### config.mk
export PLATFORM = sky130hd
export DESIGN_NAME = serial_adder_flat
export DESIGN_NICKNAME = d
export VERILOG_FILES = /design/src/rtl/serial_adder_if.sv /design/src/rtl/serial_adder.sv /design/src/flat_wrapper.sv
export SDC_FILE = /design/constraint.sdc
export NUM_CORES = 1
export LEC_CHECK = 0
export CORE_MARGIN = 2
export CORE_UTILIZATION = 50
export DETAILED_ROUTE_END_ITERATION = 12
export PLACE_DENSITY_LB_ADDON = 0.05
export SLEW_MARGIN = 40
export SYNTH_ARGS = -nofsm -noshare
export SYNTH_HDL_FRONTEND = slang
export SYNTH_SLANG_ARGS = --single-unit
export TNS_END_PERCENT = 30
### constraint.sdc
create_clock -name clk -period 3.8 [get_ports clk]
set_clock_uncertainty 0.05 [all_clocks]
set_input_delay 0.38 -clock clk [delete_from_list [all_inputs] [get_ports clk]]
set_output_delay 0.38 -clock clk [all_outputs]
set_load 0.05 [all_outputs]
### src/rtl/serial_adder_if.sv
// serial_adder_if: start/busy/done handshake plus operand and result bundle
// for serial_adder. The overflow flag exists only when SERIAL_ADDER_OVERFLOW_EN
// is defined.
interface serial_adder_if #(
  parameter int WIDTH = 8
);
  logic             start;
  logic [WIDTH-1:0] a;
  logic [WIDTH-1:0] b;
  logic             cin;
  logic             sub;
  logic             busy;
  logic             done;
  logic [WIDTH-1:0] sum;
  logic             cout;
`ifdef SERIAL_ADDER_OVERFLOW_EN
  logic             overflow;

  modport master (
    output start, a, b, cin, sub,
    input  busy, done, sum, cout, overflow
  );
  modport slave (
    input  start, a, b, cin, sub,
    output busy, done, sum, cout, overflow
  );
`else
  modport master (
    output start, a, b, cin, sub,
    input  busy, done, sum, cout
  );
  modport slave (
    input  start, a, b, cin, sub,
    output busy, done, sum, cout
  );
`endif
endinterface

### src/rtl/serial_adder.sv
// serial_adder: multi-cycle add/subtract unit working DIGIT bits per clock
// through a registered carry. WIDTH-bit operands are captured on an accepted
// start; the result appears N = WIDTH/DIGIT cycles later with a one-cycle done.
// Subtraction is a + ~b + ~cin, so cout=1 means "no borrow".
// Optional feature macro: SERIAL_ADDER_OVERFLOW_EN adds the signed overflow flag.
module serial_adder #(
  parameter int WIDTH = 8,
  parameter int DIGIT = 1
) (
  input  logic          clk,
  input  logic          reset,
  serial_adder_if.slave bus
);

  localparam int N  = WIDTH / DIGIT;
  localparam int CW = (N > 1) ? $clog2(N) : 1;

  localparam logic [CW-1:0] CNT_LAST = CW'(N - 1);
  localparam logic [CW-1:0] CNT_ONE  = CW'(1);

  localparam logic [1:0] IDLE = 2'd0;
  localparam logic [1:0] RUN  = 2'd1;
  localparam logic [1:0] DONE = 2'd2;

  // One digit slice: DIGIT-bit add with carry-in, carry-out in the top bit.
  function automatic logic [DIGIT:0] digit_add(
    input logic [DIGIT-1:0] x,
    input logic [DIGIT-1:0] y,
    input logic             ci
  );
    digit_add = {1'b0, x} + {1'b0, y} + {{DIGIT{1'b0}}, ci};
  endfunction

`ifdef SERIAL_ADDER_OVERFLOW_EN
  // Carry into the MSB is recovered as xm ^ ym ^ sm; XOR with the MSB carry-out.
  function automatic logic msb_overflow(
    input logic xm,
    input logic ym,
    input logic sm,
    input logic co
  );
    msb_overflow = xm ^ ym ^ sm ^ co;
  endfunction
`endif

  logic [1:0]       state_r;
  logic [1:0]       state_nxt_s;
  logic             accept_s;
  logic             last_s;

  logic [WIDTH-1:0] a_r;
  logic [WIDTH-1:0] b_r;
  logic             carry_r;
  logic [CW-1:0]    cnt_r;
  logic [WIDTH-1:0] psum_r;

  logic [DIGIT:0]   stage_s;
  logic [WIDTH-1:0] psum_nxt_s;

  logic [WIDTH-1:0] sum_r;
  logic             cout_r;
  logic             busy_r;
  logic             done_r;

`ifdef SERIAL_ADDER_OVERFLOW_EN
  logic             ovf_s;
  logic             ovf_r;
`endif

  assign last_s     = (cnt_r == CNT_LAST);
  assign stage_s    = digit_add(a_r[DIGIT-1:0], b_r[DIGIT-1:0], carry_r);
  // The new digit enters from the MSB side; the oldest digit falls off the LSB.
  assign psum_nxt_s = WIDTH'({stage_s[DIGIT-1:0], psum_r} >> DIGIT);

`ifdef SERIAL_ADDER_OVERFLOW_EN
  assign ovf_s = msb_overflow(a_r[DIGIT-1], b_r[DIGIT-1], stage_s[DIGIT-1], stage_s[DIGIT]);
`endif

  // Next-state decode; start is honoured in IDLE and DONE, ignored in RUN.
  always_comb begin
    accept_s    = 1'b0;
    state_nxt_s = state_r;
    case (state_r)
      IDLE: begin
        if (bus.start) begin
          accept_s    = 1'b1;
          state_nxt_s = RUN;
        end else begin
          state_nxt_s = IDLE;
        end
      end
      RUN: begin
        if (last_s) begin
          state_nxt_s = DONE;
        end else begin
          state_nxt_s = RUN;
        end
      end
      DONE: begin
        if (bus.start) begin
          accept_s    = 1'b1;
          state_nxt_s = RUN;
        end else begin
          state_nxt_s = IDLE;
        end
      end
      default: begin
        accept_s    = 1'b0;
        state_nxt_s = IDLE;
      end
    endcase
  end

  // State register with busy/done registered straight from the next state.
  always_ff @(posedge clk or posedge reset) begin
    if (reset) begin
      state_r <= IDLE;
      busy_r  <= 1'b0;
      done_r  <= 1'b0;
    end else begin
      state_r <= state_nxt_s;
      busy_r  <= (state_nxt_s == RUN);
      done_r  <= (state_nxt_s == DONE);
    end
  end

  // Operand capture on accept, then one digit per cycle through the carry chain.
  always_ff @(posedge clk or posedge reset) begin
    if (reset) begin
      a_r     <= {WIDTH{1'b0}};
      b_r     <= {WIDTH{1'b0}};
      carry_r <= 1'b0;
      cnt_r   <= {CW{1'b0}};
      psum_r  <= {WIDTH{1'b0}};
    end else if (accept_s) begin
      a_r     <= bus.a;
      b_r     <= bus.b ^ {WIDTH{bus.sub}};
      carry_r <= bus.sub ? ~bus.cin : bus.cin;
      cnt_r   <= {CW{1'b0}};
      psum_r  <= {WIDTH{1'b0}};
    end else if (state_r == RUN) begin
      a_r     <= a_r >> DIGIT;
      b_r     <= b_r >> DIGIT;
      carry_r <= stage_s[DIGIT];
      cnt_r   <= cnt_r + CNT_ONE;
      psum_r  <= psum_nxt_s;
    end
  end

  // Result registers change only as the last digit completes.
  always_ff @(posedge clk or posedge reset) begin
    if (reset) begin
      sum_r  <= {WIDTH{1'b0}};
      cout_r <= 1'b0;
`ifdef SERIAL_ADDER_OVERFLOW_EN
      ovf_r  <= 1'b0;
`endif
    end else if ((state_r == RUN) && last_s) begin
      sum_r  <= psum_nxt_s;
      cout_r <= stage_s[DIGIT];
`ifdef SERIAL_ADDER_OVERFLOW_EN
      ovf_r  <= ovf_s;
`endif
    end
  end

  assign bus.busy = busy_r;
  assign bus.done = done_r;
  assign bus.sum  = sum_r;
  assign bus.cout = cout_r;
`ifdef SERIAL_ADDER_OVERFLOW_EN
  assign bus.overflow = ovf_r;
`endif

endmodule

### src/flat_wrapper.sv
// flat-port wrapper written by rule: the top's interface ports become plain ports
module serial_adder_flat 
#(
  parameter int WIDTH = 8,
  parameter int DIGIT = 1
)
  (clk, reset, bus_start, bus_a, bus_b, bus_cin, bus_sub, bus_busy, bus_done, bus_sum, bus_cout);
  serial_adder_if #(.WIDTH(WIDTH)) bus_i ();
  input  logic clk;
  input  logic reset;
  input wire logic [$bits(bus_i.start)-1:0] bus_start;
  input wire logic [$bits(bus_i.a)-1:0] bus_a;
  input wire logic [$bits(bus_i.b)-1:0] bus_b;
  input wire logic [$bits(bus_i.cin)-1:0] bus_cin;
  input wire logic [$bits(bus_i.sub)-1:0] bus_sub;
  output wire logic [$bits(bus_i.busy)-1:0] bus_busy;
  output wire logic [$bits(bus_i.done)-1:0] bus_done;
  output wire logic [$bits(bus_i.sum)-1:0] bus_sum;
  output wire logic [$bits(bus_i.cout)-1:0] bus_cout;
  assign bus_i.start = bus_start;
  assign bus_i.a = bus_a;
  assign bus_i.b = bus_b;
  assign bus_i.cin = bus_cin;
  assign bus_i.sub = bus_sub;
  assign bus_busy = bus_i.busy;
  assign bus_done = bus_i.done;
  assign bus_sum = bus_i.sum;
  assign bus_cout = bus_i.cout;
  serial_adder #(.WIDTH(WIDTH), .DIGIT(DIGIT)) u_core (.clk(clk), .reset(reset), .bus(bus_i));
endmodule
### Word-level counts from Yosys, hierarchy flattened

Cells that the tools add are included.

* output and inout bits: 11
* bits of input ports: 21
* bits in registers: 41

* reduce and logical (&&, ||, !) cells: 4
* bitwise operators: 2
* multiplexer cells: 16
* equal/unequal tests: 5
* add/sub/neg operators: 3

Operator list (number)
* $mux W8: 6
* $xor A8 B8 Y8: 1
* $mux W1: 6
* $mux W3: 2
* $eq A2 B1 Y1 const B: 2
* $eq A2 B2 Y1 const B: 2
* $pmux W2 S2: 1
* $add A3 B1 Y3 const B: 1
* $eq A3 B3 Y1 const B: 1
* $add A1 B1 Y2: 1
* $add A2 B1 Y2: 1
* $logic_not A2 Y1: 1
* $mux W2: 1
* $reduce_bool A2 Y1: 1
* $reduce_or A2 Y1: 1
* $logic_and A1 B1 Y1: 1
* $not A1 Y1: 1

### Longest topological paths before layout

Gate-level depths: netlist (run 1).

* word-level depth: 4
* depth in mapped cells: 5
* depth with buffers taken out: 5

### Least setup slack after synthesis (run 1)

Ideal clock, no wire load.

* path kind: register to register
* from: reg u_core.cnt_r[0]
* to: reg u_core.cout_r (netlist: u_core.bus.cout)
* stages on the path, launching flop included: 6
* path slack: 2388 ps
* data required time: 3625 ps
* arrival: 1237 ps
* setup time: 125 ps
* cell sequence: dfrtp_1 -> ha_1 -> ha_1 -> nand2_2 -> inv_1 -> mux2_2

* longest elaborated chain between the ends: 2

RTL lines
* start: declaration: line serial_adder.sv:54 `logic [CW-1:0] cnt_r;`
* start signal: assignment: line serial_adder.sv:133 `cnt_r <= {CW{1'b0}};`
* start signal: assignment: line serial_adder.sv:139 `cnt_r <= {CW{1'b0}};`
* start signal: assignment: line serial_adder.sv:145 `cnt_r <= cnt_r + CNT_ONE;`
* $eq A3 B3 Y1: line serial_adder.sv:70 `assign last_s = (cnt_r == CNT_LAST);`
* $logic_and A1 B1 Y1: line serial_adder.sv:158 `end else if ((state_r == RUN) && last_s) begin`
* end signal: assignment: line serial_adder.sv:160 `cout_r <= stage_s[DIGIT];`
* end: declaration: line serial_adder.sv:61 `logic cout_r;`

No other way between the ends.
A chain may end at the register's enable or synchronous reset.

### Final worst setup path (run 1)

* from: reg u_core.busy_r (netlist: u_core.bus.busy)
* to: out bus_busy

RTL lines
* start: declaration: line serial_adder.sv:62 `logic busy_r;`
* start signal: assignment: line serial_adder.sv:122 `busy_r <= (state_nxt_s == RUN);`
* end: declaration: line flat_wrapper.sv:16 `output wire logic [$bits(bus_i.busy)-1:0] bus_busy;`

No word-level cell between the ends.

==> impl_summary.log, run 1 <==
INFO  metric status = finished, final reports clean
INFO  metric grt.total_usage = 0.159
INFO  metric clock_sinks = 40
INFO  metric critical_path.endpoint_type = primary output
INFO  metric finalCoreUtilization = 0.636
INFO  metric timing.critical_path.arrival = 1.51 ns
INFO  metric tritoncts = yes
INFO  metric synthCells = 129
INFO  metric placement.setup.worst_slack = 1.62 ns
INFO  metric critical_path_buf_inv_count = 1
INFO  metric timing_hold_violations_final = 0
INFO  metric floorplan.die_area = 4000 um2
INFO  metric ir_worst_vdd = 0.393 mV
INFO  metric port-buffer-count = 31
INFO  metric met2_usage = 0.265
INFO  metric area_growth = 21.9%
INFO  metric clock-root-buffer = clkbuf_4
INFO  metric insertion_delay = 0.33 ns
INFO  metric core_region_area = 3360 um2
INFO  metric rrSetupSlack = 2.00 ns
INFO  metric final-instance-count-excl-fill = 208
INFO  metric finalCriticalPeriod = 1.94 ns
INFO  metric synth_xor_xnor_area_share = 0.0449
INFO  metric placed_cell_area = 2060 um2
INFO  metric critical_path.max_stage_delay = 0.81 ns
INFO  metric grt.busiest_layer = met2
INFO  metric clkTransAtPathRegs = 0.10 ns
INFO  metric total_design_power = 1.77 mW
INFO  metric drc = 0
INFO  metric area_share_of_fa_ha_maj_cells_after_synthesis = 0.0257
INFO  metric dp_cells = 200
INFO  metric cap_viol_max_count = 0
INFO  metric dr_total_vias = 1103
INFO  metric syn_avg_cell_area = 13.6 um2
INFO  metric maxClockFrequency = 515 MHz
INFO  metric die-width = 63.3 um
INFO  metric finalWirelength = 2.84 mm
INFO  metric largest_net_degree_at_the_start_of_global_routing = 41
INFO  metric path_cells = clkdlybuf4s50_1
INFO  metric setup-violations-final = 0
INFO  metric synth_largest_type_area_fraction = 0.570
INFO  metric holdWs = 0.410 ns
INFO  metric post_cts_hold_buffer_count = 0
INFO  metric yosys-mux-area-fraction = 0.110
INFO  metric ant_nets = 0
INFO  metric rsz0062_at_grt = no
INFO  metric timing.slew.headroom = 0.456
INFO  metric combinational_family_with_the_most_area_after_synthesis = compound AO/OA/AOI/OAI gates
INFO  metric total_leakage_power = 1.06 nW
INFO  metric setup.worst_path.start_class = flip-flop
INFO  metric layout.cells.most_common_list = dfrtp_1 (40), clkdlybuf4s50_1 (31), a22o_1 (18)
INFO  metric antenna-diode-count = 0
INFO  metric use_met3 = 0.0571
INFO  metric standard_cell_rows = 21
INFO  metric holdCritPathClass = in -> async
INFO  metric drt_iter0_markers = 69
INFO  metric critical-path-top-delay-family = buffers and inverters
INFO  metric initial_antenna_violation_count = 0
INFO  metric io_pins = 32
INFO  metric postCtsResizedCells = 0
INFO  metric wire_length_of_the_first_global_routing_pass = 4.83 mm
INFO  metric crit_path_start = u_core.bus.busy
INFO  metric vias_per_cell = 5.30
INFO  metric syn_nets = 153
INFO  metric drive_above_1_share = 0.148
INFO  metric post_cts.repair.setup_buffers = 0
INFO  metric synth-simple-area-share = 0.0435
INFO  metric synthesized_area_fraction_occupied_by_ao_oa_aoi_and_oai_cells = 0.151
INFO  metric seq_area_frac_synth = 0.570
INFO  metric cts_inserted_buffers = 5
INFO  metric layout.cell_area.non_filler = 2140 um2
INFO  metric timing.critical_path.fanout_max = 1
INFO  metric regToRegStartpoint = u_core.state_r[0]
INFO  metric path_class = reg -> out
INFO  metric netlist_area = 1760 um2
INFO  metric power_density = 827 nW/um2
INFO  metric timing.final.max_slew_violations = 0
INFO  metric number_of_synthesized_register_bits = 40
INFO  metric nets = 186
INFO  metric drt-pass1-iter-count = 4
INFO  metric layout_commonest_cell = dfrtp_1
INFO  metric groute.layer.met1.usage = 0.192
INFO  metric h-tree-depth = 2
INFO  metric gp_congestion = 0.732
INFO  metric synth-warning-count = 0
INFO  metric cpMaxStageDelayCell = clkdlybuf4s50_1
INFO  metric fin_ws = 1.86 ns
INFO  metric dp_hpwl = 1.94 mm
INFO  metric cp_data_required_time = 3.37 ns
INFO  metric worst_slew_pin_slew = 0.813 ns
INFO  metric fin_tns_setup = 0 ns
INFO  metric avgRoutedWirePerCell = 13.6 um
INFO  metric floorplan.die.height = 63.3 um
INFO  metric post_synth_num_cell_types = 19
INFO  metric yosysTopAreaCell = dfrtp_1
INFO  metric overflow = 0
INFO  metric final.period_utilization = 0.511
INFO  metric first_global_vias = 1048
INFO  metric synthTopCellsByArea = dfrtp_1 (57%), a22o_1 (9.0%), mux2_2 (6.4%), mux2i_1 (4.6%), xor2_1 (4.5%)
INFO  metric clk_path_buf_depth = 2
INFO  metric initial_core_util = 0.522
==> routing by layer <==
metal | part of all wire | wire, um
met5 | 0 | 0
met4 | 0.017 | 47
met3 | 0.047 | 134
met2 | 0.50 | 1430
met1 | 0.43 | 1220
==> flip-flops by register name (all words and copies together), names as in the netlist <==
name             cells
u_core.state_r       2
u_core.bus.cout      1
u_core.b_r           8
u_core.cnt_r         3
u_core.a_r           8
u_core.bus.done      1
u_core.bus.sum       8
u_core.carry_r       1
u_core.bus.busy      1
u_core.psum_r        7
==> final timing paths <==
check                                    endpoint  cells after the start
worst max-delay path                     bus_busy                      1
worst min-delay path            u_core.bus.sum[6]                      3
worst max register to register  u_core.bus.sum[7]                      4
worst min register to register      u_core.a_r[2]                      1
max in group asynchronous           u_core.b_r[6]                      3
min in group clk                    u_core.a_r[2]                      1
==> report_power, final <==
group | switching, mW | total (mW) | internal [mW]
combinational | 0.449 | 0.829 | 0.380
clock | 0.122 | 0.227 | 0.105
sequential | 0.106 | 0.713 | 0.607
==> area by class of cell <==
type,instances,area (um2)
tap,46,57.6
timing repair buffer,34,340
sequential,40,1000
fill,294,1220
inverter,4,15.0
clock buffer,7,65.1
multi-input combinational,77,661
==> synth_stat cells <==
master    n
a21o_1    9
a22o_1   18
buf_12    2
buf_2     3
buf_4     2
buf_6     1
dfrtp_1  40
fa_1      1
ha_1      2
inv_1     4
mux2_2   10
mux2i_1   8
nand2_1   8
nand2_2   1
nor2_8    1
nor2b_1   1
nor2b_4   1
o21ai_1   8
xor2_1    9
==> kinds of logic after synthesis <==
kind of cell,Yosys count
flip-flops,40
AO/OA/AOI/OAI,35
multiplexers,18
buffers and inverters,12
AND/OR/NAND/NOR,12
XOR/XNOR,9
adder cells (fa/ha/maj),3
Power figures use the tool's default switching activity.
==> run 2: changes to the inputs <==
- clock period: 3.8 -> 2 ns (I/O delays scaled with it)
==> impl_summary.log, run 2 (synthesis results as in run 1) <==
INFO  metric status = finished, final reports clean
INFO  metric timing_hold_violations_final = 0
INFO  metric critical-path-top-delay-family = buffers and inverters
INFO  metric tritoncts = yes
INFO  metric first_global_vias = 1095
INFO  metric setup-violations-final = 0
INFO  metric post_cts.repair.setup_buffers = 0
INFO  metric io_pins = 32
INFO  metric cts_inserted_buffers = 5
INFO  metric path_cells = clkdlybuf4s50_1
INFO  metric floorplan.die.height = 63.3 um
INFO  metric clock_sinks = 40
INFO  metric clk_path_buf_depth = 2
INFO  metric path_class = reg -> out
INFO  metric initial_antenna_violation_count = 0
INFO  metric cpMaxStageDelayCell = clkdlybuf4s50_1
INFO  metric finalWirelength = 2.90 mm
INFO  metric drt_iter0_markers = 37
INFO  metric timing.critical_path.arrival = 1.51 ns
INFO  metric rsz0062_at_grt = no
INFO  metric insertion_delay = 0.35 ns
INFO  metric finalCriticalPeriod = 1.76 ns
INFO  metric area_growth = 21.7%
INFO  metric dp_hpwl = 2.09 mm
INFO  metric cp_data_required_time = 1.75 ns
INFO  metric drive_above_1_share = 0.152
INFO  metric dp_cells = 202
INFO  metric initial_core_util = 0.522
INFO  metric postCtsResizedCells = 0
INFO  metric gp_congestion = 0.679
INFO  metric finalCoreUtilization = 0.635
INFO  metric ir_worst_vdd = 0.555 mV
INFO  metric critical_path.endpoint_type = primary output
INFO  metric final.period_utilization = 0.882
INFO  metric vias_per_cell = 5.09
INFO  metric critical_path_buf_inv_count = 1
INFO  metric antenna-diode-count = 0
INFO  metric setup.worst_path.start_class = flip-flop
INFO  metric power_density = 1570 nW/um2
INFO  metric clock-root-buffer = clkbuf_4
INFO  metric dr_total_vias = 1068
INFO  metric post_cts_hold_buffer_count = 0
INFO  metric critical_path_cell_count = 1
INFO  metric nets = 187
INFO  metric layout.cells.most_common_list = dfrtp_1 (40), clkdlybuf4s50_1 (31), a22o_1 (18)
INFO  metric seq_area = 1000 um2
INFO  metric ff2ff_path_depth = 4
INFO  metric grt.total_usage = 0.169
INFO  metric cap_viol_max_count = 0
INFO  metric critical_path.max_stage_delay = 0.81 ns
INFO  metric standard_cell_rows = 21
INFO  metric ant_nets = 0
INFO  metric fin_tns_setup = 0 ns
INFO  metric overflow = 0
INFO  metric core_region_area = 3360 um2
INFO  metric total_leakage_power = 1.06 nW
INFO  metric fillers = 299
INFO  metric clkTransAtPathRegs = 0.11 ns
INFO  metric port-buffer-count = 31
INFO  metric final-instance-count-excl-fill = 210
INFO  metric drc = 0
INFO  metric wire_length_of_the_first_global_routing_pass = 5.15 mm
INFO  metric holdCritPathClass = in -> async
INFO  metric largest_net_degree_at_the_start_of_global_routing = 41
INFO  metric worst_slew_pin_slew = 0.501 ns
INFO  metric floorplan.die_area = 4000 um2
INFO  metric maxClockFrequency = 567 MHz
INFO  metric drt-pass1-iter-count = 2
INFO  metric multi_input_comb_area = 661 um2
INFO  metric h-tree-depth = 2
INFO  metric die-width = 63.3 um
INFO  metric timing.slew.headroom = 0.665
INFO  metric timing.final.max_slew_violations = 0
INFO  metric timing.critical_path.fanout_max = 2
INFO  metric layout_commonest_cell = dfrtp_1
INFO  metric avgRoutedWirePerCell = 13.8 um
[run 2: cell types whose count changed in the layout (fill, tap and decap cells not counted), sizes merged]
| cell | delta |
|---|---|
| clkinvlp | +1 |
| buf | +1 |
[run 2: power by group]
part,total (mW),internal (mW),switching [mW]
Combinational,1.57,0.714,0.857
Clock,0.427,0.172,0.255
Sequential,1.35,1.15,0.200
Total,3.35,2.04,1.31
[run 2: layout make-up]
type	instances	share of cell area
Clock inverter	1	0.00351
Timing Repair Buffer	35	0.159
Clock buffer	7	0.0258
Inverter	4	0.00703
Sequential cell	40	0.468
Multi-Input combinational cell	77	0.309
Tap cell	46	0.0269
[run 2: worst reg2reg max path: stages, from the launching register on]
cell	delay [ns]
dfrtp_1	0.42
nor2b_4	0.33
nand2_2	0.21
inv_1	0.16
mux2_2	0.35
[run 2: stage by stage]
step                worst slack (ns)  power [mW]  instance area (um2)  hold WS, ns
floorplan                      0.588        2.64                 1760        0.290
global placement               0.423        2.90                 2070        0.410
detailed placement             0.380        2.97                 2070        0.418
CTS                            0.217        3.39                 2140        0.232
global route                   0.169        3.59                 2140        0.254
finish                         0.237        3.35                 2140        0.220
[run 2: path summary, 6_finish.rpt]
check	startpoint	to	slack [ns]
max	u_core.bus.cout	bus_cout	0.24
min	reset	u_core.carry_r	0.22
max reg2reg	u_core.state_r[1]	u_core.bus.cout	0.38
min reg2reg	u_core.a_r[3]	u_core.a_r[3]	0.44
max in group asynchronous	reset	u_core.psum_r[1]	1.34
min in group clk	bus_a[7]	u_core.a_r[7]	0.41
[run 2: layer usage]
metal / up-vias / share of wire / GRT usage
met3: 5 / 0.046 / 0.0571
met5: - / 0 / 0
met2: 25 / 0.49 / 0.266
li1: 524 / - / -
met4: 0 / 0.0097 / 0.0652
met1: 514 / 0.46 / 0.218
==> run 3: changes to the inputs <==
- GPL_TIMING_DRIVEN: not set -> 0
==> impl_summary.log, run 3 (synthesis results as in run 1) <==
INFO  metric setup-violations-final = 0
INFO  metric clk_path_buf_depth = 2
INFO  metric io_pins = 32
INFO  metric power_density = 1620 nW/um2
INFO  metric rrSetupSlack = 0.46 ns
INFO  metric holdWs = 0.118 ns
INFO  metric finalCriticalPeriod = 1.76 ns
INFO  metric post_cts_hold_buffer_count = 0
INFO  metric fin_ws = 0.242 ns
INFO  metric timing.slew.headroom = 0.669
INFO  metric h-tree-depth = 2
INFO  metric ant_nets = 0
INFO  metric path_cells = clkdlybuf4s50_1
INFO  metric drt_iter0_markers = 45
INFO  metric setup.worst_path.start_class = flip-flop
INFO  metric maxClockFrequency = 569 MHz
INFO  metric dp_cells = 206
INFO  metric clock_sinks = 40
INFO  metric clkTransAtPathRegs = 0.11 ns
INFO  metric holdCritPathClass = in -> async
INFO  metric critical_path.endpoint_type = primary output
INFO  metric placement.setup.worst_slack = 0.407 ns
INFO  metric standard_cell_rows = 21
INFO  metric area_growth = 27.4%
INFO  metric path_class = reg -> out
INFO  metric dp_hpwl = 2.18 mm
INFO  metric floorplan.die.height = 63.3 um
INFO  metric post_cts.repair.setup_buffers = 0
INFO  metric drt-pass1-iter-count = 4
INFO  metric postCtsResizedCells = 0
INFO  metric layout_commonest_cell = dfrtp_1
INFO  metric cp_data_required_time = 1.75 ns
INFO  metric die-width = 63.3 um
INFO  metric final.period_utilization = 0.879
INFO  metric cap_viol_max_count = 0
INFO  metric largest_net_degree_at_the_start_of_global_routing = 24
INFO  metric status = finished, final reports clean
INFO  metric dr_total_vias = 1077
INFO  metric avgRoutedWirePerCell = 13.4 um
INFO  metric tritoncts = yes
INFO  metric critical_path.max_stage_delay = 0.80 ns
INFO  metric cpMaxStageDelayCell = clkdlybuf4s50_1
INFO  metric core_region_area = 3360 um2
INFO  metric layout.cells.most_common_list = dfrtp_1 (40), clkdlybuf4s50_1 (30), a22o_1 (18)
INFO  metric timing.critical_path.fanout_max = 2
INFO  metric wire_length_of_the_first_global_routing_pass = 5.20 mm
INFO  metric cts_inserted_buffers = 5
INFO  metric timing_hold_violations_final = 0
INFO  metric floorplan.die_area = 4000 um2
INFO  metric insertion_delay = 0.33 ns
INFO  metric timing.critical_path.arrival = 1.51 ns
INFO  metric drive_above_1_share = 0.185
INFO  metric total_leakage_power = 1.11 nW
INFO  metric nets = 191
INFO  metric gp_congestion = 0.731
INFO  metric rsz0062_at_grt = no
INFO  metric final-instance-count-excl-fill = 214
INFO  metric critical_path_buf_inv_count = 1
INFO  metric clock-root-buffer = clkbuf_4
INFO  metric critical-path-top-delay-family = buffers and inverters
INFO  metric finalWirelength = 2.86 mm
INFO  metric vias_per_cell = 5.03
INFO  metric drc = 0
INFO  metric timing.final.max_slew_violations = 0
INFO  metric overflow = 0
INFO  metric grt.total_usage = 0.173
INFO  metric first_global_vias = 1102
INFO  metric port-buffer-count = 30
INFO  metric ir_worst_vdd = 0.790 mV
INFO  metric initial_core_util = 0.522
INFO  metric initial_antenna_violation_count = 0
INFO  metric fin_tns_setup = 0 ns
INFO  metric worst_slew_pin_slew = 0.495 ns
INFO  metric antenna-diode-count = 0
run 3: changes by cell type in the layout (fill, tap and decap cells not counted), sizes merged:
cell,delta
buf,+5
bufinv,+1
clkdlybuf4s50,-1
clkinvlp,-1
run 3: path summary, 6_finish.rpt:
kind | startpoint | cells past startpoint | end
worst max register to register | u_core.cnt_r[0] | 5 | u_core.bus.sum[7]
worst min-delay path | reset | 2 | u_core.bus.done
worst min register to register | u_core.a_r[1] | 1 | u_core.a_r[1]
min in group clk | bus_sub | 4 | u_core.b_r[5]
max in group asynchronous | reset | 3 | u_core.psum_r[2]
worst max-delay path | u_core.bus.sum[7] | 1 | bus_sum[7]
run 3: per-layer routing:
metal / vias up / global-route usage / wire length [um]
li1: 528 / - / -
met1: 519 / 0.215 / 1260
met2: 24 / 0.278 / 1410
met3: 6 / 0.0625 / 135
met4: 0 / 0.0652 / 54
met5: - / 0 / 0
run 3: area by class of cell:
| cell class | instances | area [um2] |
|---|---|---|
| Multi-Input combinational cell | 77 | 658 |
| Tap cell | 46 | 57.6 |
| Timing Repair Buffer | 31 | 328 |
| Clock buffer | 7 | 65.1 |
| Clock inverter | 1 | 30.0 |
| Buffer | 8 | 81.3 |
| Sequential cell | 40 | 1000 |
| Inverter | 4 | 15.0 |
| Fill cell | 279 | 1130 |
run 3: stage by stage:
step           utilization  power (mW)  instance area, um2
2_1_floorplan            -        2.64                1760
3_3_place_gp         0.628        3.02                2110
3_5_place_dp         0.637        3.10                2140
4_1_cts              0.665        3.68                2240
5_1_grt              0.665        3.89                2240
6_report             0.665        3.62                2240
run 3: power breakdown:
part | switching (mW) | internal [mW] | total [mW]
logic | 0.880 | 0.822 | 1.70
clock network | 0.244 | 0.332 | 0.576
registers | 0.192 | 1.15 | 1.34
